### config.mk
export PLATFORM = sky130hd
export DESIGN_NAME = uart_tx_drain
export DESIGN_NICKNAME = d
export VERILOG_FILES = /design/src/rtl/uart_pkg.sv /design/src/rtl/uart_baud_gen.sv /design/src/rtl/uart_tx_drain.sv
export SDC_FILE = /design/constraint.sdc
export NUM_CORES = 1
export LEC_CHECK = 0
export BUFFER_PORTS_ARGS = -buffer_cell sky130_fd_sc_hd__clkbuf_2
export CAP_MARGIN = 20
export CORE_MARGIN = 2
export CORE_UTILIZATION = 65
export CTS_BUF_LIST = sky130_fd_sc_hd__clkbuf_4
export CTS_CLUSTER_DIAMETER = 120
export DETAILED_ROUTE_END_ITERATION = 16
export PLACE_DENSITY = 0.87
export SYNTH_ARGS = -nofsm -noshare
export SYNTH_HDL_FRONTEND = slang
export SYNTH_SLANG_ARGS = --single-unit
### constraint.sdc
create_clock -name clk -period 10.3 [get_ports clk]
set_input_delay 2.575 -clock clk [delete_from_list [all_inputs] [get_ports clk]]
set_output_delay 2.575 -clock clk [all_outputs]
set_load 0.02 [all_outputs]
### src/rtl/uart_pkg.sv
// Shared UART definitions, used by both the TX and RX paths.
//   - uart_state_t      : TX frame sequencer states
//   - PAR_NONE/EVEN/ODD : parity mode encodings for the PARITY parameter
//   - UART_DATA_WIDTH   : default frame data width
//   - UART_DIV_WIDTH    : default baud divisor width
//   - parity_bit()      : turns the XOR of the data bits into the line parity bit
package uart_pkg;

    localparam int UART_DATA_WIDTH = 8;
    localparam int UART_DIV_WIDTH  = 16;

    localparam int PAR_NONE = 0;
    localparam int PAR_EVEN = 1;
    localparam int PAR_ODD  = 2;

    typedef enum logic [2:0] {
        ST_IDLE,
        ST_FETCH,
        ST_START,
        ST_DATA,
        ST_PAR,
        ST_STOP
    } uart_state_t;

    // Even parity sends the XOR of the data bits, odd parity sends its inverse.
    function automatic logic parity_bit(input logic data_xor, input int mode);
        return (mode == PAR_ODD) ? ~data_xor : data_xor;
    endfunction

endpackage

### src/rtl/uart_baud_gen.sv
// Loadable baud down-counter, shared by the UART TX and RX paths.
// Ports:
//   clk, rst      : clock and synchronous active-high reset
//   load          : reload the counter with div-1 (first cycle of a new bit)
//   div           : cycles per serial bit, already sanitised to be non-zero
//   bit_end       : counter is 0 -- this cycle is the last cycle of the bit
//   bit_end_next  : counter will be 0 next cycle; lets the owner register
//                   outputs that must line up with bit_end
module uart_baud_gen #(
    parameter int DIV_WIDTH = 16
) (
    input  logic                 clk,
    input  logic                 rst,
    input  logic                 load,
    input  logic [DIV_WIDTH-1:0] div,
    output logic                 bit_end,
    output logic                 bit_end_next
);

    logic [DIV_WIDTH-1:0] cnt_reg;
    logic [DIV_WIDTH-1:0] cnt_next;

    always_comb begin
        cnt_next = cnt_reg;
        if (load) begin
            cnt_next = (div == '0) ? '0 : div - DIV_WIDTH'(1);
        end else if (cnt_reg != '0) begin
            cnt_next = cnt_reg - DIV_WIDTH'(1);
        end
    end

    always_ff @(posedge clk) begin
        if (rst) begin
            cnt_reg <= '0;
        end else begin
            cnt_reg <= cnt_next;
        end
    end

    assign bit_end      = (cnt_reg == '0);
    assign bit_end_next = (cnt_next == '0);

endmodule

### src/rtl/uart_tx_drain.sv
// UART transmitter that drains the byte FIFO: pops one byte whenever the FIFO
// has data (and enable is high), then sends start bit, DATA_WIDTH data bits
// LSB first, optional parity bit and one stop bit.
// Ports:
//   clk, rst        : clock and synchronous active-high reset
//   enable          : allows new frames to start; a running frame always completes
//   baud_div        : cycles per bit, sampled at the pop; 0 acts as 1
//   fifo_not_empty  : FIFO has at least one byte
//   fifo_dout       : FIFO read data (READ_LAT cycles after fifo_rd)
//   fifo_rd         : one-cycle pop strobe, only ever raised while idle
//   tx              : serial line, idles high
//   busy            : sequencer is not idle
//   frame_done      : one-cycle pulse on the last cycle of the stop bit
// All outputs come straight from flops: each is computed from next-state
// values so it lines up with the state it belongs to.
module uart_tx_drain
    import uart_pkg::*;
#(
    parameter int DATA_WIDTH = UART_DATA_WIDTH,
    parameter int DIV_WIDTH  = UART_DIV_WIDTH,
    parameter int PARITY     = PAR_NONE,
    parameter int READ_LAT   = 1
) (
    input  logic                  clk,
    input  logic                  rst,
    input  logic                  enable,
    input  logic [DIV_WIDTH-1:0]  baud_div,
    input  logic                  fifo_not_empty,
    input  logic [DATA_WIDTH-1:0] fifo_dout,
    output logic                  fifo_rd,
    output logic                  tx,
    output logic                  busy,
    output logic                  frame_done
);

    localparam int IDX_W = (DATA_WIDTH > 1) ? $clog2(DATA_WIDTH) : 1;

    uart_state_t           state_reg,  state_next;
    logic [DATA_WIDTH-1:0] shift_reg,  shift_next;
    logic                  par_reg,    par_next;
    logic [IDX_W-1:0]      bit_idx_reg, bit_idx_next;
    logic [DIV_WIDTH-1:0]  div_reg,    div_next;
    logic                  fifo_rd_reg, fifo_rd_next;
    logic                  tx_reg,     tx_next;
    logic                  busy_reg,   busy_next;
    logic                  frame_done_reg, frame_done_next;

    logic                  load;
    logic                  bit_end;
    logic                  bit_end_next;
    logic [DIV_WIDTH-1:0]  div_eff;

    assign div_eff = (baud_div == '0) ? DIV_WIDTH'(1) : baud_div;

    // The counter is fed div_next so a bit loaded on the same edge that the
    // divisor is latched (READ_LAT = 0) already uses the new divisor.
    uart_baud_gen #(
        .DIV_WIDTH (DIV_WIDTH)
    ) u_baud_gen (
        .clk          (clk),
        .rst          (rst),
        .load         (load),
        .div          (div_next),
        .bit_end      (bit_end),
        .bit_end_next (bit_end_next)
    );

    // Sequencer next-state logic.
    always_comb begin
        state_next   = state_reg;
        shift_next   = shift_reg;
        par_next     = par_reg;
        bit_idx_next = bit_idx_reg;
        div_next     = div_reg;
        load         = 1'b0;

        case (state_reg)
            ST_IDLE: begin
                // fifo_rd_reg high means this is the pop cycle.
                if (fifo_rd_reg) begin
                    div_next = div_eff;
                    if (READ_LAT == 0) begin
                        shift_next = fifo_dout;
                        par_next   = ^fifo_dout;
                        state_next = ST_START;
                        load       = 1'b1;
                    end else begin
                        state_next = ST_FETCH;
                    end
                end
            end
            ST_FETCH: begin
                shift_next = fifo_dout;
                par_next   = ^fifo_dout;
                state_next = ST_START;
                load       = 1'b1;
            end
            ST_START: begin
                if (bit_end) begin
                    state_next   = ST_DATA;
                    bit_idx_next = '0;
                    load         = 1'b1;
                end
            end
            ST_DATA: begin
                if (bit_end) begin
                    load = 1'b1;
                    if (bit_idx_reg == IDX_W'(DATA_WIDTH - 1)) begin
                        state_next = (PARITY != PAR_NONE) ? ST_PAR : ST_STOP;
                    end else begin
                        shift_next   = shift_reg >> 1;
                        bit_idx_next = bit_idx_reg + 1'b1;
                    end
                end
            end
            ST_PAR: begin
                if (bit_end) begin
                    state_next = ST_STOP;
                    load       = 1'b1;
                end
            end
            ST_STOP: begin
                if (bit_end) begin
                    state_next = ST_IDLE;
                end
            end
            default: begin
                state_next = ST_IDLE;
            end
        endcase
    end

    // Output values for the coming cycle, derived from the next state.
    always_comb begin
        tx_next = 1'b1;
        case (state_next)
            ST_START: tx_next = 1'b0;
            ST_DATA:  tx_next = shift_next[0];
            ST_PAR:   tx_next = parity_bit(par_next, PARITY);
            default:  tx_next = 1'b1;
        endcase

        // The pop is decided one cycle ahead, so it can be raised in the
        // very first idle cycle after frame_done. Once the sequencer leaves
        // IDLE the strobe is forced low, which limits it to one pop per frame.
        fifo_rd_next    = (state_next == ST_IDLE) && enable && fifo_not_empty;
        busy_next       = (state_next != ST_IDLE);
        frame_done_next = (state_next == ST_STOP) && bit_end_next;
    end

    always_ff @(posedge clk) begin
        if (rst) begin
            state_reg      <= ST_IDLE;
            shift_reg      <= '0;
            par_reg        <= 1'b0;
            bit_idx_reg    <= '0;
            div_reg        <= DIV_WIDTH'(1);
            fifo_rd_reg    <= 1'b0;
            tx_reg         <= 1'b1;
            busy_reg       <= 1'b0;
            frame_done_reg <= 1'b0;
        end else begin
            state_reg      <= state_next;
            shift_reg      <= shift_next;
            par_reg        <= par_next;
            bit_idx_reg    <= bit_idx_next;
            div_reg        <= div_next;
            fifo_rd_reg    <= fifo_rd_next;
            tx_reg         <= tx_next;
            busy_reg       <= busy_next;
            frame_done_reg <= frame_done_next;
        end
    end

    assign fifo_rd    = fifo_rd_reg;
    assign tx         = tx_reg;
    assign busy       = busy_reg;
    assign frame_done = frame_done_reg;

endmodule

# After elaboration in Yosys (flattened, before gate mapping)
# Cells that the tools add are included.
dict set report op_classes {
  add_sub_neg 3
  n_eq_ne 13
  n_mux 24
  n_reduce_logical 17
}
# op count
set ops {}
lappend ops {{$mux W16} 6}
lappend ops {{$logic_not A16 Y1} 4}
lappend ops {{$sub A16 B1 Y16 const B} 2}
lappend ops {{$mux W3} 9}
lappend ops {{$pmux W3 S6} 1}
lappend ops {{$mux W8} 2}
lappend ops {{$pmux W8 S2} 1}
lappend ops {{$reduce_bool A16 Y1} 1}
lappend ops {{$eq A3 B3 Y1 const B} 5}
lappend ops {{$eq A3 B2 Y1 const B} 4}
lappend ops {{$reduce_xor A8 Y1} 1}
lappend ops {{$logic_not A3 Y1} 2}
lappend ops {{$ne A2 B2 Y1 const B} 3}
lappend ops {{$pmux W3 S2} 1}
lappend ops {{$reduce_and A4 Y1} 1}
lappend ops {{$reduce_bool A2 Y1} 2}
lappend ops {{$add A3 B1 Y3 const B} 1}
lappend ops {{$eq A3 B1 Y1 const B} 1}
lappend ops {{$logic_and A1 B1 Y1} 3}
lappend ops {{$pmux W1 S3} 1}
lappend ops {{$reduce_and A3 Y1} 1}
lappend ops {{$reduce_bool A3 Y1} 1}
lappend ops {{$reduce_or A3 Y1} 1}
lappend ops {{$mux W1} 2}
lappend ops {{$pmux W1 S2} 1}
dict set report totals {
  reg_bits 51
  in_bits 28
  out_inout_bits 4
  wordCells 68
}

# Logic depth before layout (Yosys ltp)
# Gate-level depths: netlist (run 1).
dict set report logic_depth {
  ltp_word 9
  ltp_mapped 15
  mapped_depth_nobuf 12
}

# Cells and area by module
# A second synthesis (run 1) with hierarchy kept.
dict set report hier_totals {
  cells_unflattened 343
  area_unflattened_um2 3014.1
}
# mod n_inst cells_each area_per_inst_um2 seq_area_each_um2
set modules_own_cells {}
lappend modules_own_cells {uart_tx_drain 1 161 1606.5 700.7}
lappend modules_own_cells {uart_baud_gen 1 182 1407.6 320.3}

# Worst setup path after synthesis (run 1)
# Ideal clock, no wire load.
dict set report synth_path {
  kind {input -> register}
  from {input baud_div[8]}
  to {register frame_done_reg (netlist: frame_done)}
  setup_time_ps 88
  arrival_ps 5352
  required_ps 10212
  path_slack_ps 4860
  path_stages 12
  n_path_buf 0
  cell_sequence {nor3_1 nand4_1 o211ai_1 o21ai_0 ha_1 or3b_1 or4_4 a211oi_2 or2_4 o32ai_1 or4_1 nor4_2}
}
dict set report synth_via {
  elab_chain_len 9
  elab_cells_between_ends 10
  cone_classes {1 x add/sub; 5 x mux; 4 x reduce/logical}
}
# element line_no
set synth_rtl {}
lappend synth_rtl {{start: declaration} uart_tx_drain.sv:27} ;# input logic [DIV_WIDTH-1:0] baud_div,
lappend synth_rtl {{$logic_not A16 Y1} uart_tx_drain.sv:53} ;# assign div_eff = (baud_div == '0) ? DIV_WIDTH'(1) : baud_div;
lappend synth_rtl {{$mux W16 *} uart_tx_drain.sv:53}
lappend synth_rtl {{$mux W16 *} uart_tx_drain.sv:80} ;# if (fifo_rd_reg) begin
lappend synth_rtl {{$mux W16 *} uart_tx_drain.sv:77} ;# case (state_reg)
lappend synth_rtl {{$sub A16 B1 Y16 or $logic_not A16 Y1 (tied branches)} uart_baud_gen.sv:26} ;# cnt_next = (div == '0) ? '0 : div - DIV_WIDTH'(1);
lappend synth_rtl {{$mux W16 *} uart_baud_gen.sv:26}
lappend synth_rtl {{$mux W16 *} uart_baud_gen.sv:25} ;# if (load) begin
lappend synth_rtl {{$logic_not A16 Y1 *} uart_baud_gen.sv:41} ;# assign bit_end_next = (cnt_next == '0);
lappend synth_rtl {{$logic_and A1 B1 Y1 *} uart_tx_drain.sv:148} ;# frame_done_next = (state_next == ST_STOP) && bit_end_next;
lappend synth_rtl {{end signal: assignment} uart_tx_drain.sv:171} ;# frame_done_reg <= frame_done_next;
lappend synth_rtl {{end: declaration} uart_tx_drain.sv:46} ;# logic frame_done_reg, frame_done_next;
# Mark *: on every way between the ends. The rest lies on a longest branch, timed or not.
# A chain may end at the register's enable or synchronous reset.

# Final worst setup path (run 1)
dict set report layout_path {
  from {input baud_div[7]}
  to {register frame_done_reg (netlist: frame_done)}
}
# Same word-level chain as after synthesis.

==> results of run 1 <==
==> path summary, 6_finish.rpt <==
check,startpoint,to,slack (ns),depth (start not counted)
max,baud_div[7],frame_done,4.66,13
min,shift_reg[1],shift_reg[1],0.47,2
max reg2reg,state_reg[2],frame_done,6.02,10
min reg2reg,shift_reg[1],shift_reg[1],0.47,2
==> metal layers <==
layer  routed length, microns  track usage  part of all wire
met2                     3389       0.4454              0.46
met4                      175       0.1152             0.024
met5                        0            0                 0
met3                      572      0.05898             0.077
met1                     3278       0.3599              0.44
==> worst min-delay path, cell delays in order (launching register included) <==
cell and delay, ns:
sky130_fd_sc_hd__dfxtp_1 0.34, sky130_fd_sc_hd__nand2_1 0.05, sky130_fd_sc_hd__a21oi_1 0.05
==> cells in the mapped netlist (2+ instances only) <==
cell / count / share of area
sky130_fd_sc_hd__a21oi_1: 19 / 0.030
sky130_fd_sc_hd__o21a_1: 3 / 0.0071
sky130_fd_sc_hd__nor3b_1: 4 / 0.0095
sky130_fd_sc_hd__and4b_1: 2 / 0.0063
sky130_fd_sc_hd__a22oi_1: 14 / 0.033
sky130_fd_sc_hd__inv_1: 6 / 0.0071
sky130_fd_sc_hd__xor2_1: 7 / 0.019
sky130_fd_sc_hd__ha_1: 4 / 0.016
sky130_fd_sc_hd__xnor2_1: 19 / 0.053
sky130_fd_sc_hd__and3_1: 2 / 0.0040
sky130_fd_sc_hd__or4_1: 4 / 0.0095
sky130_fd_sc_hd__dfxtp_1: 51 / 0.32
sky130_fd_sc_hd__or3_1: 11 / 0.022
sky130_fd_sc_hd__or3b_2: 2 / 0.0056
sky130_fd_sc_hd__o21ai_1: 2 / 0.0032
sky130_fd_sc_hd__mux2i_1: 19 / 0.060
sky130_fd_sc_hd__clkbuf_1: 9 / 0.011
sky130_fd_sc_hd__o31ai_1: 3 / 0.0071
sky130_fd_sc_hd__o2111ai_1: 2 / 0.0056
sky130_fd_sc_hd__nor2_1: 49 / 0.058
sky130_fd_sc_hd__buf_6: 4 / 0.014
sky130_fd_sc_hd__o32ai_1: 3 / 0.0083
sky130_fd_sc_hd__o21ai_0: 8 / 0.013
sky130_fd_sc_hd__buf_2: 4 / 0.0063
sky130_fd_sc_hd__o31a_1: 4 / 0.011
sky130_fd_sc_hd__nor4_2: 2 / 0.0079
sky130_fd_sc_hd__nor4_1: 16 / 0.032
sky130_fd_sc_hd__nand2_1: 31 / 0.037
sky130_fd_sc_hd__and4_1: 2 / 0.0056
sky130_fd_sc_hd__nor2b_1: 8 / 0.016
sky130_fd_sc_hd__nor3_1: 20 / 0.032
sky130_fd_sc_hd__nand4_1: 5 / 0.0099
sky130_fd_sc_hd__nand3_1: 5 / 0.0079
sky130_fd_sc_hd__nand2b_1: 3 / 0.0060
sky130_fd_sc_hd__o211ai_1: 4 / 0.0095
sky130_fd_sc_hd__a22o_1: 2 / 0.0056
==> metrics by stage <==
stage,power [W],instance area [sq um],hold slack (ns),std cells
6_report,0.0006967,3366,0.4709,455
5_1_grt,0.0007344,3366,0.4963,455
4_1_cts,0.0006902,3366,0.4709,455
3_5_place_dp,0.0005723,3284,0.4513,447
3_3_place_gp,0.0005604,3284,0.4432,447
2_1_floorplan,0.0005035,3153,0.4356,378
==> layout make-up <==
type	count	share of cell area
well taps	54	0.02007
multi-input cells	303	0.5952
repair buffers	33	0.05056
clock buffers	5	0.01115
inverters	6	0.006691
clock inverters	3	0.01301
flip-flops and latches	51	0.3033
==> logic make-up after synthesis <==
group,Yosys count
AO/OA/AOI/OAI,74
XOR/XNOR,26
adder cells (fa/ha/maj),4
buffers and inverters,24
flip-flops,51
multiplexers,22
AND/OR/NAND/NOR,177
==> report_power, final <==
part	internal [W]	leakage (nW)	switching, W
combinational	0.000139	0.881	0.000183
sequential	0.000224	0.415	0.0000318
clock	0.0000512	0.0452	0.0000681
==> results.md, run 1 <==
Cells and area:
- The filler cells instantiated in the layout total 361.
- The final layout net count is 432.
- The register cell area after layout is 0.001021 sq mm.
- The area growth from synthesis to layout is 6.746%.
- Leaving out fill and tap cells, the most frequent cells in the layout are 51 x sky130_fd_sc_hd__dfxtp_1, 49 x sky130_fd_sc_hd__nor2_1, 31 x sky130_fd_sc_hd__nand2_1, 31 x sky130_fd_sc_hd__clkbuf_2, 20 x sky130_fd_sc_hd__nor3_1.
- The number of diodes is 0.
- At the end of the flow the core is filled with cells to 0.7173.
- Of the cells placed in the final design, the portion with a size suffix greater than 1 is 0.1347.
- The library cell used most frequently in the layout, excluding fill and tap cells, is sky130_fd_sc_hd__dfxtp_1.
- The multi-input combinational cells in the finished layout cover a total of 0.002003 sq mm.

Timing:
- The smallest setup slack after layout is 4.659 ns.
- Setup repair after global routing left no endpoint under its margin.
- The count of endpoints failing setup in the final report is 0.
- The number of hold violations in the final report is 0.
- The part of the cycle the worst path needs is 0.5476.
- Clock skew on the completed layout was measured at 0.02584 ns.
- The maximum achievable frequency is 0.1773 GHz.
- The sum of negative setup slack is 0 ns.
- The relative max-transition margin is 0.3129.
- The shortest clock period the worst path allows after layout is 5.641 ns.
- The transition time at the pin with the least slew margin is 1.031 ns.
- The final max-slew violation count came to 0.

Synthesis:
- The share of the Yosys chip area taken by registers is 0.3238.
- Dividing the synthesized area by the synthesized cell count gives 8.341 sq um.
- The complex-gate fraction of the synthesized area is 0.1615.
- Of the total synthesized cell area, the portion taken by AND, OR, NAND and NOR gates is 0.3111.
- When the netlist entered floorplanning its net count stood at 410.
- The mapped netlist covers 0.003153 sq mm.
- The largest family of logic cells by synthesized area is simple AND/OR/NAND/NOR gates.
- The xor/xnor cell area share of the yosys netlist is 0.07222.
- The number of enable flip-flop cells after synthesis is 0.
- The number of cells produced by synthesis is 378.
- Among all flip-flop cells after synthesis, the most frequent one is sky130_fd_sc_hd__dfxtp_1.
- For this run, the number of Yosys warnings is 0.
- The adder-cell share of the synthesized area is 0.01587.
- Synthesis instantiated 61 different standard cells from the library.
- Measured against the total synthesized area, the mux share comes to 0.07460.
- The proportion of register bits with asynchronous set or reset after synthesis is 0.
- After synthesis the netlist holds a flip-flop and latch count of 51.

Floorplanning:
- In this run the horizontal extent of the chip is 73.65 microns.
- The floorplan die height is 73.65 microns.
- In this run the core area contains 25 standard-cell rows.
- Pin placement for this block handled 32 I/O pins.
- The initial core utilization is 0.6720.
- After floorplanning, the core was sized to cover 0.004692 sq mm.
- The floorplan step defined a die boundary enclosing 0.005424 sq mm.

CTS:
- CTS saw 51 sinks.
- The insertion delay of the later-clocked pin in the worst-skew pair is 0.39 ns.
- TritonCTS built the clock tree.
- The level count of the clock H-tree is 2.
- The number of setup buffers added after CTS is 0.
- Once the clock tree was built, the resizer swapped 0 gates to a different size.
- The buffer type at the clock tree root is sky130_fd_sc_hd__clkbuf_4.
- Clock-pin slew was measured on the worst setup and hold paths at 0.17 ns.
- In this run the deepest clock path goes through 2 buffers.
- The number of hold-repair buffers added at the cts stage is 0.
- Buffers inserted during clock tree synthesis total 5.

Global route:
- The first global-routing pass estimated 11,650 microns of wire.
- In the global route stage, overall resource usage came out at 0.2773.
- The maximum number of pins on one net before global-route repair is 51.
- The global route total overflow is 0.
- The number of global-route vias before repair is 2,583.
- The initial antenna violation count came to 0.

Routing:
- The detailed-route vias per instance is 6.631.
- The number of detailed-routing iterations run before antenna repair is 5.
- After detailed routing, the total wire length is 7415 microns.
- The number of DRC markers after the initial detailed-route iteration is 240.
- The routed via count is 3,017.
- The wire length per cell after detailed routing is 16.30 microns.
- The remaining design rule violation count is 0.
- The count of nets left with antenna violations once routing finished came out at 0.

Setup path:
- The required time of the worst setup path is 10.61 ns.
- The cell family contributing the most delay on the critical path is simple AND/OR/NAND/NOR gates.
- The delay contributed by the slowest stage of the critical path is 0.60 ns.
- The maximum fanout count along the critical path is 6.
- The number of buffers and inverters on the critical path is 1.
- Traced cell by cell, the critical path runs through clkbuf_2 -> nor3_1 -> nand4_1 -> o211ai_1 -> o21ai_0 -> ha_1 -> or3b_1 -> or4_4 -> a211oi_2 -> or2_4 -> o32ai_1 -> or4_1 -> nor4_2.
- The kind of end point of the critical path is a flip-flop.
- The type of the setup path with the least slack is in2reg.
- The critical path arrival is 5.95 ns.
- The slowest library cell on the worst path is sky130_fd_sc_hd__or4_1.
- The worst setup path is launched from an input pin.

Hold path:
- The tightest min-delay check is of the reg2reg type.

Place:
- Routability-driven placement finished with a final weighted congestion of 0.8954.
- The count of buffers from port buffering is 31.
- Prior to clock tree synthesis, the placed netlist has a worst setup slack of 4.334 ns.
- The HPWL after detailed placement is 5496 microns.

Job:
- The max-capacitance violation count is 0.

Pwr:
- The areal power density over the cells is 207.0 mW/mm^2.
- The peak ir drop on the vdd network is 0.1338 mV.
- The analysis attributes to cell leakage a power of 1.341 nW.

Run status:
- The flow ran to the end, and the final reports show no timing, DRC or antenna violations.
Note: power is estimated with default switching activity, not from simulation.
==> run 2, diff against run 1 <==
- CORE_UTILIZATION: 65 -> 55
- PLACE_DENSITY: 0.87 -> 0.78
- clock period: 10.3 -> 4.5 ns (I/O delays scaled with it)
==> results.md, run 2 (synthesis results as in run 1) <==
Floorplanning:
- The total area inside the core boundary comes to 0.005507 sq mm.
- The initialized floorplan defines 27 standard-cell rows.
- The full die area is 0.006354 sq mm.
- The floorplan die height is 79.72 microns.
- The initial utilization of the core area, before any placement, comes to 0.5726.
- For this design the top-level I/O count stands at 32.
- The die is 79.72 microns wide.

Setup path:
- STA puts the critical path data arrival time at 4.20 ns.
- STA classifies the critical path endpoint as a flip-flop.
- Of all nets on the critical path, the largest fanout is 5.
- The number of buffers and inverters on the critical path is 1.
- Grouping stages by cell kind, the critical path spends the most delay in simple AND/OR/NAND/NOR gates.
- The required time of the worst setup path is 4.81 ns.
- The slowest stage of the critical path belongs to the cell sky130_fd_sc_hd__or4_1.
- The signal on the critical path passes through clkbuf_2 -> nor3_1 -> nand4_1 -> o211ai_1 -> o21ai_0 -> ha_1 -> or3b_1 -> or4_4 -> a211oi_2 -> or2_4 -> o32ai_1 -> or4_1 -> nor4_2.
- The type of the setup path with the least slack is in2reg.
- The delay contributed by the slowest stage of the critical path is 0.59 ns.
- The startpoint class of the critical path is an input pin.

Routing:
- The aggregate routed wire length is 7335 microns.
- The routed via count is 2,892.
- After detailed routing, the number of remaining DRC violations is 0.
- The number of detailed-routing iterations run before antenna repair is 5.
- The detailed-route vias per instance is 6.063.
- After the first detailed-routing iteration, the DRC count stood at 206.
- After detailed routing, the average wire length per cell comes to 15.38 microns.
- Once detail routing completed, the nets flagged for antenna violations numbered 0.

Hold path:
- The classification of the worst-slack hold path is reg2reg.

CTS:
- The number of hold-repair buffers added at the cts stage is 0.
- The insertion delay of the later-clocked pin in the worst-skew pair is 0.39 ns.
- The number of setup buffers added after CTS is 0.
- The number of sinks on the clock net is 51.
- CTS built an H-tree with a depth of 2.
- The CTS tree is yes.
- The number of buffers on the longest clock path is 2.
- After clock tree synthesis, the repair step resized 0 gates.
- After clock tree synthesis, the clock-pin slew on the worst setup and hold paths is 0.15 ns.
- In this run the clock root is driven by a sky130_fd_sc_hd__clkbuf_4.
- Clock tree synthesis inserted a total of 5 buffers.

Cells and area:
- The share of cells above drive strength 1 is 0.1432.
- The number of diodes is 0.
- The most common cell after layout, fill and taps aside is sky130_fd_sc_hd__dfxtp_1.
- In the layout the commonest cells are 51 x sky130_fd_sc_hd__dfxtp_1, 49 x sky130_fd_sc_hd__nor2_1, 31 x sky130_fd_sc_hd__nand2_1, 31 x sky130_fd_sc_hd__clkbuf_2, 20 x sky130_fd_sc_hd__nor3_1.
- After filler insertion, the fill cell instance count of the layout stands at 497.
- The final layout net count is 436.
- At the end of the flow the core is filled with cells to 0.6251.
- The area added between synthesis and finish is 9.167%.

Pwr:
- For this design the static power due to leakage is 1.367 nW.
- The worst-case IR drop observed on VDD is 0.2632 mV.
- The design draws 0.001638 W.
- The areal power density over the cells is 475.8 mW/mm^2.

Global route:
- The first global-routing pass estimated 12,230 microns of wire.
- The number of global-route vias before repair is 2,631.
- The maximum number of pins on one net before global-route repair is 51.
- The global route total overflow is 0.
- The initial antenna violation count was 0.
- The overall routing resource usage is 0.2415.

Timing:
- The final max-slew violation count was 0.
- Of the available clock period, the critical path in the final layout requires 0.8637.
- Setup repair after global routing left no endpoint under its margin.
- The worst pin sits at a relative slew slack of 0.3058.
- The shortest clock period the worst path allows after layout is 3.887 ns.
- The count of endpoints failing setup in the final report is 0.
- The maximum achievable frequency is 0.2573 GHz.
- The transition time at the pin with the least slew margin is 1.041 ns.
- The final setup skew is 0.02106 ns.
- The sum of negative setup slack is 0 ns.
- The number of hold violations in the final report is 0.

Place:
- The half-perimeter wire length after placement is 5409 microns.
- The routability-driven placement congestion ratio is 0.8877.
- Port buffering added 31 buffers.

Run status:
- The flow ran to the end, and the final reports show no timing, DRC or antenna violations.

Job:
- The max-capacitance violation count is 0.
-- run 2: cell types whose count changed in the layout (fill, tap and decap cells not counted) --
cell / delta
sky130_fd_sc_hd__clkinvlp_4: +1
sky130_fd_sc_hd__bufinv_16: +1
sky130_fd_sc_hd__buf_4: +4
sky130_fd_sc_hd__clkinv_2: -1
sky130_fd_sc_hd__clkinv_4: -1
-- run 2: per-layer routing --
layer / share of wire / track usage / wire (microns)
met1: 0.48 / 0.3206 / 3509
met2: 0.46 / 0.4042 / 3351
met3: 0.055 / 0.04751 / 400
met4: 0.010 / 0.05517 / 73
met5: 0 / 0 / 0
-- run 2: worst paths after layout --
kind | start | to | slack [ns] | cells past startpoint
worst min register to register | shift_reg[2] | shift_reg[2] | 0.47 | 2
worst min-delay path | shift_reg[2] | shift_reg[2] | 0.47 | 2
worst max register to register | state_reg[2] | frame_done | 0.72 | 10
worst max-delay path | baud_div[2] | frame_done | 0.61 | 13
-- run 2: area by class of cell --
type                            count  area [sq um]  share of cell area
Clock buffer                        5         37.54             0.01091
Clock inverter                      3         67.56             0.01963
Inverter                            6         22.52            0.006543
Multi-Input combinational cell    303          2003              0.5820
Sequential cell                    51          1021              0.2966
Tap cell                           72         90.09             0.02617
Timing Repair Buffer               37         200.2             0.05816
-- run 2: metrics by stage --
stage	std cells	setup WS [ns]	hold slack [ns]	area [sq um]
finish	477	0.6133	0.4675	3442
global route	477	0.3216	0.4959	3442
CTS	477	0.6075	0.4686	3442
detailed placement	469	0.2161	0.4491	3337
global placement	469	0.2896	0.4432	3337
floorplan	378	0.5102	0.4356	3153
-- run 2: worst min-delay path: cells and delay by family, from the launching register on --
kind | cells | cell delay (ns)
DFF | 1 | 0.34
AOI/OAI and AO/OA | 1 | 0.05
and+or+nand+nor | 1 | 0.05
-- run 2: power breakdown --
part,switching [W],internal (W),leakage [nW]
sequential,0.0000753,0.000512,0.415
clock,0.000152,0.000173,0.0514
combinational,0.000406,0.000320,0.901
